$ cat src/rtl/mips_bus_pkg.sv
// Shared types and default widths for the two-master MIPS memory bus arbiter.
package mips_bus_pkg;

  localparam int ADDR_W = 32;
  localparam int DATA_W = 32;

  typedef enum logic [1:0] {
    IDLE,
    CMD,
    RDWAIT
  } arb_state_t;

  typedef logic master_id_t;

  localparam master_id_t MID_INSTR = 1'b0;
  localparam master_id_t MID_DATA  = 1'b1;

endpackage

$ cat src/rtl/mips_bus_arbiter_if.sv
// One Avalon-style bus link: the master modport drives the command, the slave modport answers.
interface mips_bus_arbiter_if #(
  parameter int ADDR_W = mips_bus_pkg::ADDR_W,
  parameter int DATA_W = mips_bus_pkg::DATA_W
);

  logic [ADDR_W-1:0]   address;
  logic                read;
  logic                write;
  logic [DATA_W-1:0]   writedata;
  logic [DATA_W/8-1:0] byteenable;
  logic                waitrequest;
  logic [DATA_W-1:0]   readdata;

  modport master (
    output address, read, write, writedata, byteenable,
    input  waitrequest, readdata
  );

  modport slave (
    input  address, read, write, writedata, byteenable,
    output waitrequest, readdata
  );

endinterface

$ cat src/rtl/mips_bus_arb_pick.sv
// Combinational winner select between fetch (m0) and data (m1).
// MIPS_BUS_ARB_ROUND_ROBIN_EN selects alternating priority; default is m1-over-m0 fixed priority.
module mips_bus_arb_pick
  import mips_bus_pkg::*;
(
  input  logic       req0,
  input  logic       req1,
  input  master_id_t last,
  output master_id_t winner
);

`ifdef MIPS_BUS_ARB_ROUND_ROBIN_EN
  always_comb begin
    if (req0 && req1) begin
      winner = ~last;
    end else if (req1) begin
      winner = MID_DATA;
    end else begin
      winner = MID_INSTR;
    end
  end
`else
  logic unused_pick;
  assign unused_pick = req0 ^ last;
  assign winner      = req1 ? MID_DATA : MID_INSTR;
`endif

endmodule

$ cat src/rtl/mips_bus_arbiter.sv
// Two-master arbiter sequencing one transaction at a time onto a waitrequest-stalled memory slave.
// Arbitration policy is set by MIPS_BUS_ARB_ROUND_ROBIN_EN (see mips_bus_arb_pick).
module mips_bus_arbiter #(
  parameter int ADDR_W       = 32,
  parameter int DATA_W       = 32,
  parameter int READ_LATENCY = 1
) (
  input  logic                clk,
  input  logic                reset,
  mips_bus_arbiter_if.slave   m0,
  mips_bus_arbiter_if.slave   m1,
  mips_bus_arbiter_if.master  s,
  output logic                grant
);

  import mips_bus_pkg::*;

  localparam int CNT_W = $clog2(READ_LATENCY + 1);

  arb_state_t          state;
  logic                op_write;
  logic [CNT_W-1:0]    cnt;
  logic [DATA_W-1:0]   rdata0;
  logic [DATA_W-1:0]   rdata1;

  logic                req0;
  logic                req1;
  master_id_t          winner;
  logic                wr_done;
  logic                rd_done;

  logic [ADDR_W-1:0]   sel_address;
  logic                sel_write;
  logic [DATA_W-1:0]   sel_writedata;
  logic [DATA_W/8-1:0] sel_byteenable;

  assign req0 = m0.read | m0.write;
  assign req1 = m1.read | m1.write;

  mips_bus_arb_pick u_pick (
    .req0   (req0),
    .req1   (req1),
    .last   (grant),
    .winner (winner)
  );

  assign sel_address    = (winner == MID_DATA) ? m1.address    : m0.address;
  assign sel_write      = (winner == MID_DATA) ? m1.write      : m0.write;
  assign sel_writedata  = (winner == MID_DATA) ? m1.writedata  : m0.writedata;
  assign sel_byteenable = (winner == MID_DATA) ? m1.byteenable : m0.byteenable;

  // Completions are decided in the same cycle the slave accepts or returns data.
  assign wr_done = (state == CMD) && op_write && !s.waitrequest;
  assign rd_done = (state == RDWAIT) && (cnt == CNT_W'(1));

  assign m0.waitrequest = !((wr_done || rd_done) && (grant == MID_INSTR));
  assign m1.waitrequest = !((wr_done || rd_done) && (grant == MID_DATA));
  assign m0.readdata    = (rd_done && grant == MID_INSTR) ? s.readdata : rdata0;
  assign m1.readdata    = (rd_done && grant == MID_DATA)  ? s.readdata : rdata1;

  always_ff @(posedge clk) begin
    if (reset) begin
      state        <= IDLE;
      op_write     <= 1'b0;
      cnt          <= '0;
      grant        <= MID_INSTR;
      rdata0       <= '0;
      rdata1       <= '0;
      s.address    <= '0;
      s.read       <= 1'b0;
      s.write      <= 1'b0;
      s.writedata  <= '0;
      s.byteenable <= '0;
    end else begin
      unique case (state)
        IDLE: begin
          if (req0 || req1) begin
            grant        <= winner;
            op_write     <= sel_write;
            s.address    <= sel_address;
            s.writedata  <= sel_writedata;
            s.byteenable <= sel_byteenable;
            s.write      <= sel_write;
            s.read       <= !sel_write;
            state        <= CMD;
          end
        end
        CMD: begin
          if (!s.waitrequest) begin
            s.read  <= 1'b0;
            s.write <= 1'b0;
            if (op_write) begin
              state <= IDLE;
            end else begin
              cnt   <= CNT_W'(READ_LATENCY);
              state <= RDWAIT;
            end
          end
        end
        RDWAIT: begin
          cnt <= cnt - 1'b1;
          if (cnt == CNT_W'(1)) begin
            if (grant == MID_DATA) begin
              rdata1 <= s.readdata;
            end else begin
              rdata0 <= s.readdata;
            end
            state <= IDLE;
          end
        end
        default: state <= IDLE;
      endcase
    end
  end

endmodule

$ cat src/flat_wrapper.sv
// flat-port wrapper written by rule: the top's interface ports become plain ports
module mips_bus_arbiter_flat import mips_bus_pkg::*;
#(
  parameter int ADDR_W       = 32,
  parameter int DATA_W       = 32,
  parameter int READ_LATENCY = 1
)
  (clk, reset, grant, m0_address, m0_read, m0_write, m0_writedata, m0_byteenable, m0_waitrequest, m0_readdata, m1_address, m1_read, m1_write, m1_writedata, m1_byteenable, m1_waitrequest, m1_readdata, s_address, s_read, s_write, s_writedata, s_byteenable, s_waitrequest, s_readdata);
  mips_bus_arbiter_if #(.ADDR_W(ADDR_W), .DATA_W(DATA_W)) m0_i ();
  mips_bus_arbiter_if #(.ADDR_W(ADDR_W), .DATA_W(DATA_W)) m1_i ();
  mips_bus_arbiter_if #(.ADDR_W(ADDR_W), .DATA_W(DATA_W)) s_i ();
  input  logic clk;
  input  logic reset;
  output logic grant;
  input wire logic [$bits(m0_i.address)-1:0] m0_address;
  input wire logic [$bits(m0_i.read)-1:0] m0_read;
  input wire logic [$bits(m0_i.write)-1:0] m0_write;
  input wire logic [$bits(m0_i.writedata)-1:0] m0_writedata;
  input wire logic [$bits(m0_i.byteenable)-1:0] m0_byteenable;
  output wire logic [$bits(m0_i.waitrequest)-1:0] m0_waitrequest;
  output wire logic [$bits(m0_i.readdata)-1:0] m0_readdata;
  input wire logic [$bits(m1_i.address)-1:0] m1_address;
  input wire logic [$bits(m1_i.read)-1:0] m1_read;
  input wire logic [$bits(m1_i.write)-1:0] m1_write;
  input wire logic [$bits(m1_i.writedata)-1:0] m1_writedata;
  input wire logic [$bits(m1_i.byteenable)-1:0] m1_byteenable;
  output wire logic [$bits(m1_i.waitrequest)-1:0] m1_waitrequest;
  output wire logic [$bits(m1_i.readdata)-1:0] m1_readdata;
  output wire logic [$bits(s_i.address)-1:0] s_address;
  output wire logic [$bits(s_i.read)-1:0] s_read;
  output wire logic [$bits(s_i.write)-1:0] s_write;
  output wire logic [$bits(s_i.writedata)-1:0] s_writedata;
  output wire logic [$bits(s_i.byteenable)-1:0] s_byteenable;
  input wire logic [$bits(s_i.waitrequest)-1:0] s_waitrequest;
  input wire logic [$bits(s_i.readdata)-1:0] s_readdata;
  assign m0_i.address = m0_address;
  assign m0_i.read = m0_read;
  assign m0_i.write = m0_write;
  assign m0_i.writedata = m0_writedata;
  assign m0_i.byteenable = m0_byteenable;
  assign m0_waitrequest = m0_i.waitrequest;
  assign m0_readdata = m0_i.readdata;
  assign m1_i.address = m1_address;
  assign m1_i.read = m1_read;
  assign m1_i.write = m1_write;
  assign m1_i.writedata = m1_writedata;
  assign m1_i.byteenable = m1_byteenable;
  assign m1_waitrequest = m1_i.waitrequest;
  assign m1_readdata = m1_i.readdata;
  assign s_address = s_i.address;
  assign s_read = s_i.read;
  assign s_write = s_i.write;
  assign s_writedata = s_i.writedata;
  assign s_byteenable = s_i.byteenable;
  assign s_i.waitrequest = s_waitrequest;
  assign s_i.readdata = s_readdata;
  mips_bus_arbiter #(.ADDR_W(ADDR_W), .DATA_W(DATA_W), .READ_LATENCY(READ_LATENCY)) u_core (.clk(clk), .reset(reset), .m0(m0_i), .m1(m1_i), .s(s_i), .grant(grant));
endmodule
$ cat config.mk
export PLATFORM = sky130hd
export DESIGN_NAME = mips_bus_arbiter_flat
export DESIGN_NICKNAME = d
export VERILOG_FILES = /design/src/rtl/mips_bus_pkg.sv /design/src/rtl/mips_bus_arbiter_if.sv /design/src/rtl/mips_bus_arb_pick.sv /design/src/rtl/mips_bus_arbiter.sv /design/src/flat_wrapper.sv
export SDC_FILE = /design/constraint.sdc
export NUM_CORES = 1
export LEC_CHECK = 0
export BUFFER_PORTS_ARGS = -buffer_cell sky130_fd_sc_hd__buf_2
export CAP_MARGIN = 20
export CORE_ASPECT_RATIO = 0.75
export CORE_MARGIN = 3
export CORE_UTILIZATION = 40
export CTS_CLUSTER_DIAMETER = 120
export DETAILED_ROUTE_END_ITERATION = 7
export MAX_ROUTING_LAYER = met4
export PLACE_DENSITY = 0.85
export SLEW_MARGIN = 20
export SYNTH_ARGS = -nofsm -noshare
export SYNTH_HDL_FRONTEND = slang
export SYNTH_SLANG_ARGS = --single-unit
$ cat constraint.sdc
create_clock -name clk -period 1.8 [get_ports clk]
set_input_delay 0.27 -clock clk [delete_from_list [all_inputs] [get_ports clk]]
set_output_delay 0.27 -clock clk [all_outputs]
set_load 0.05 [all_outputs]
### After elaboration in Yosys (flattened, before gate mapping)

Cells that the tools add are included.

* eq/ne operators: 6
* add/subtract/negate cells: 1
* multiplexer cells: 20
* bitwise logic cells: 3
* reductions and logical operators: 22

Operators with widths (count)
* $mux W32: 4
* $reduce_and A3 Y1: 5
* $mux W2: 4
* $logic_and A1 B1 Y1: 7
* $mux W1: 7
* $pmux W1 S2: 3
* $pmux W2 S3: 1
* $logic_not A1 Y1: 4
* $mux W4: 1
* $ne A2 B1 Y1 const B: 2
* $ne A2 B2 Y1 const B: 2
* $reduce_bool A2 Y1: 2
* $eq A2 B1 Y1 const B: 1
* $eq A2 B2 Y1 const B: 1
* $logic_not A2 Y1: 1
* $logic_or A1 B1 Y1: 2
* $or A1 B1 Y1: 2
* $reduce_and A2 Y1: 1
* $not A1 Y1: 1
* $sub A1 B1 Y1 const B: 1

* register bits after elaboration: 139
* bits of input ports: 175
* word-level logic and storage cells: 63

### Depth between registers and ports, before layout

* word-level depth: 6
* depth in mapped cells: 6
* gate-level depth less buffers: 3

### Hierarchy

From an unflattened synthesis, not the netlist that was laid out.

* cell total of the unflattened synthesis: 561
* area total of the unflattened synthesis: 6108.4 um^2

Modules (own cells, without submodules)
* mips_bus_arbiter: instances 1, cells an instance 560, area an instance 6100.9 um^2, sequential area each 2782.7 um^2
* mips_bus_arb_pick: instances 1, cells an instance 1, area an instance 7.5 um^2, sequential area each 0.0 um^2

### Least setup slack after synthesis

No wires, ideal clock.

* path type: register to register
* start: register u_core.grant
* end: register u_core.rdata0[1]
* stages on the path, launching flop included: 6
* slack: -0.324 ns
* library setup time: 0.115 ns
* path buffers: 2
* arrival: 2.009 ns
* data required time: 1.685 ns
* cell sequence: dfxtp_1 nor4bb_1 clkbuf_1 buf_2 mux2_1 and2_1

* word-level cells in the longest chain between the ends: 2

RTL lines
* from (decl): RTL line mips_bus_arbiter.sv:13 `output logic grant`
* from (signal assigned): RTL line mips_bus_arbiter.sv:78 `grant <= winner;`
* $not A1 Y1 (no line)
* $reduce_and A3 Y1 (no line)
* to (signal assigned): RTL line mips_bus_arbiter.sv:106 `rdata0 <= s.readdata;`
* to (decl): RTL line mips_bus_arbiter.sv:23 `logic [DATA_W-1:0] rdata0;`

Every way passes these cells.
A chain may end at the register's enable or synchronous reset.

### Worst setup path in the final report

* start: register u_core.grant
* end: output port m0_readdata[26]

* word-level cells in the longest chain between the ends: 3

RTL lines
* $not A1 Y1 (no line)
* $logic_and A1 B1 Y1: RTL line mips_bus_arbiter.sv:58 `assign m0.readdata = (rd_done && grant == MID_INSTR) ? s.readdata : rdata0;`
* $mux W32: RTL line mips_bus_arbiter.sv:58
* to (decl): RTL line flat_wrapper.sv:21 `output wire logic [$bits(m0_i.readdata)-1:0] m0_readdata;`

Every way passes these cells.

==> flow_metrics.py <==
metrics = {
    "status": {
        "status": "complete, but fails checks",
        "violations": "setup timing",
    },
    "yosys": {
        "synth_fa_ha_area_frac": 0,
        "synth_enable_flop_cells": 0,
        "yosysWarnings": 0,
        "synth_top_family_by_area": "multiplexers",
        "synthTopCellsByCount": "139 x dfxtp_1, 69 x a21oi_1, 69 x mux2i_1, 68 x a211oi_2, 65 x and2_1",
        "synth_nets": 735,
        "synth_largest_area_cell": "dfxtp_1",
        "ys_seq_area_frac": 0.445,
        "synth_area_sq_mm": 0.00626,
        "synthArstFlopShare": 0,
        "synthSimpleGateAreaFrac": 0.0814,
        "synthDominantCellAreaShare": 0.445,
        "synth_most_common_cell": "dfxtp_1",
        "syn_inst": 560,
        "synth-xor-area-share": 0,
        "synth.mux.area_fraction": 0.226,
        "ys_top_cells_by_area": "dfxtp_1 44%, a211oi_2 14%, mux2i_1 11%",
        "synth-main-ff-cell": "dfxtp_1",
        "syn_avg_cell_area_sq_um": 11.2,
        "synth_cell_types": 30,
        "synth_compound_area_frac": 0.203,
        "synth-seq-cells": 139,
    },
    "placement": {
        "port_buffers": 311,
        "gp_congestion": 0.818,
        "place_area_sq_mm": 0.00835,
        "dp.cells": 1053,
        "hpwl_um": 13400,
    },
    "clock_network": {
        "cts-htree-levels": 4,
        "root_buffer": "clkbuf_16",
        "clk_pin_slew_ps": 70,
        "cts_num_sinks": 139,
        "clk_latency_ps": 410,
        "cts_tree": "built",
        "ctsHoldBuffers": 0,
        "cts_buffers": 17,
        "cts_max_path_buffers": 2,
    },
    "power": {
        "p_leak_nw": 4.31,
        "p_total_mw": 9.15,
        "ir_drop_mv": 0.606,
        "p_per_area_mw_per_mm2": 966,
    },
    "setup_path": {
        "critPathArrivalTime_ps": 1930,
        "cp-end-kind": "output pin",
        "critPathMaxFanout": 10,
        "start_kind": "register",
        "crit_type": "reg -> out",
        "critPathRequiredTime_ps": 1530,
    },
    "sta": {
        "finalMaxSlewViolations": 0,
        "slew_headroom": 0.625,
        "setup_viol": 65,
        "period_share": 1.22,
        "skew_ps": 12.8,
        "worst_slack_ps": -399,
        "worstMarginPinSlew_ps": 563,
        "rsz0062_at_grt": "true",
        "min_period_ps": 2200,
        "hold_ws_ps": 189,
        "hold_violations": 0,
        "fmax_mhz": 455,
    },
    "global_routing": {
        "grt_pass1_wl_um": 29000,
        "grt.total_usage": 0.217,
        "grt.overflow.total": 0,
        "antenna_found_initial": 0,
        "grt_pass1_vias": 5678,
        "grt_max_degree": 65,
    },
    "final_layout": {
        "final_cells": 1093,
        "final_util": 0.637,
        "nNetsFinal": 1056,
        "drive_gt1_frac": 0.595,
        "design_area_sq_mm": 0.00947,
        "areaGrowthSynthToFinish_pct": 51.4,
        "antenna_cells": 0,
    },
    "drt": {
        "post-route-drc-count": 0,
        "ant_nets": 0,
        "drt-initial-drc-count": 171,
        "dr.pass1.iters": 4,
        "vias_per_cell": 5.04,
        "drt-total-wl_um": 18900,
        "detailroute.via_count": 5506,
        "wl_per_cell_um": 17.3,
    },
    "hold_path": {
        "hold_class": "in -> reg",
    },
    "job": {
        "maxCapViolCount": 0,
    },
    "floorplanning": {
        "die_w_um": 150,
        "start_util": 0.421,
        "ios": 312,
        "core_area_sq_mm": 0.0149,
        "rows": 38,
        "dieHeight_um": 114,
        "die-area_sq_mm": 0.0172,
    },
}
[placed cells by master (no fill, tap or decap), drive strengths merged, types with 2 or more instances in the layout]
cell / netlist / final
buf: 19 / 356
clkbuf: 35 / 17
a211oi: 68 / 68
bufinv: 0 / 2
clkinvlp: 0 / 4
and2: 65 / 65
nand2: 5 / 5
nor2: 4 / 4
a21oi: 69 / 69
mux2i: 69 / 69
inv: 3 / 8
nor3: 2 / 2
nand2b: 2 / 2
o21ai: 3 / 3
mux2: 64 / 64
dfxtp: 139 / 139
clkinv: 0 / 3
[metrics by stage]
step / TNS (ps) / setup slack [ps]
after detailed placement: -3180 / -101
final: -22830 / -399
after global placement: -672 / -26.4
after CTS: -21570 / -388
after floorplan: -439 / -14.6
after global routing: -27070 / -464
[sequential cells by signal, indices dropped and copies added (netlist names)]
| register | cells |
|---|---|
| u_core.rdata0 | 32 |
| u_core.rdata1 | 32 |
| u_core.s.address | 32 |
| u_core.s.writedata | 32 |
| u_core.s.byteenable | 4 |
| u_core.state | 2 |
| u_core.cnt | 1 |
| u_core.grant | 1 |
| u_core.op_write | 1 |
| u_core.s.read | 1 |
| u_core.s.write | 1 |
[cell type report]
type	count	area, sq um
inverters	3	11.3
clock buffers	17	425
flip-flops and latches	139	2790
well taps	200	250
multi-input cells	364	3350
fillers	1125	5410
repair buffers	356	2480
clock inverters	14	165
[what timing repair did]
item | CTS | global route
gates cloned | 1 | 0
resized for setup | 139 | 4
buffers inserted | 4 | 4
endpoints found under the setup margin | 66 | 66
pin swaps | 1 | 1
[cells by family after synthesis]
logic type | count (synthesis)
buffers and inverters | 57
and+or+nand+nor | 84
muxes | 133
AOI/OAI and AO/OA | 147
DFF | 139
[worst max-delay path, cell delays in order (launching register included)]
cell and delay [ps]:
dfxtp_2 340, nor4bb_4 360, buf_12 190, buf_12 150
mux2_4 320, buf_6 160
[metal layers]
layer	global-route usage	part of all wire	vias up
li1	-	-	2672
met1	0.257	0.42	2631
met2	0.378	0.51	179
met3	0.0404	0.048	24
met4	0.0609	0.016	0
met5	-	0	-
[power breakdown]
group / total, mW / internal (mW) / switching [mW]
clock network: 3.49 / 2.07 / 1.42
registers: 3.41 / 3.30 / 0.111
logic: 2.26 / 0.766 / 1.49
[path summary, 6_finish.rpt]
check | slack [ps] | cells past startpoint | from | to
max | -400 | 5 | u_core.grant | m0_readdata[26]
min | 190 | 2 | reset | u_core.s.address[28]
max reg2reg | 160 | 5 | u_core.grant | u_core.rdata0[26]
min reg2reg | 460 | 2 | u_core.s.write | u_core.s.write
Note: power is estimated with default switching activity, not from simulation.
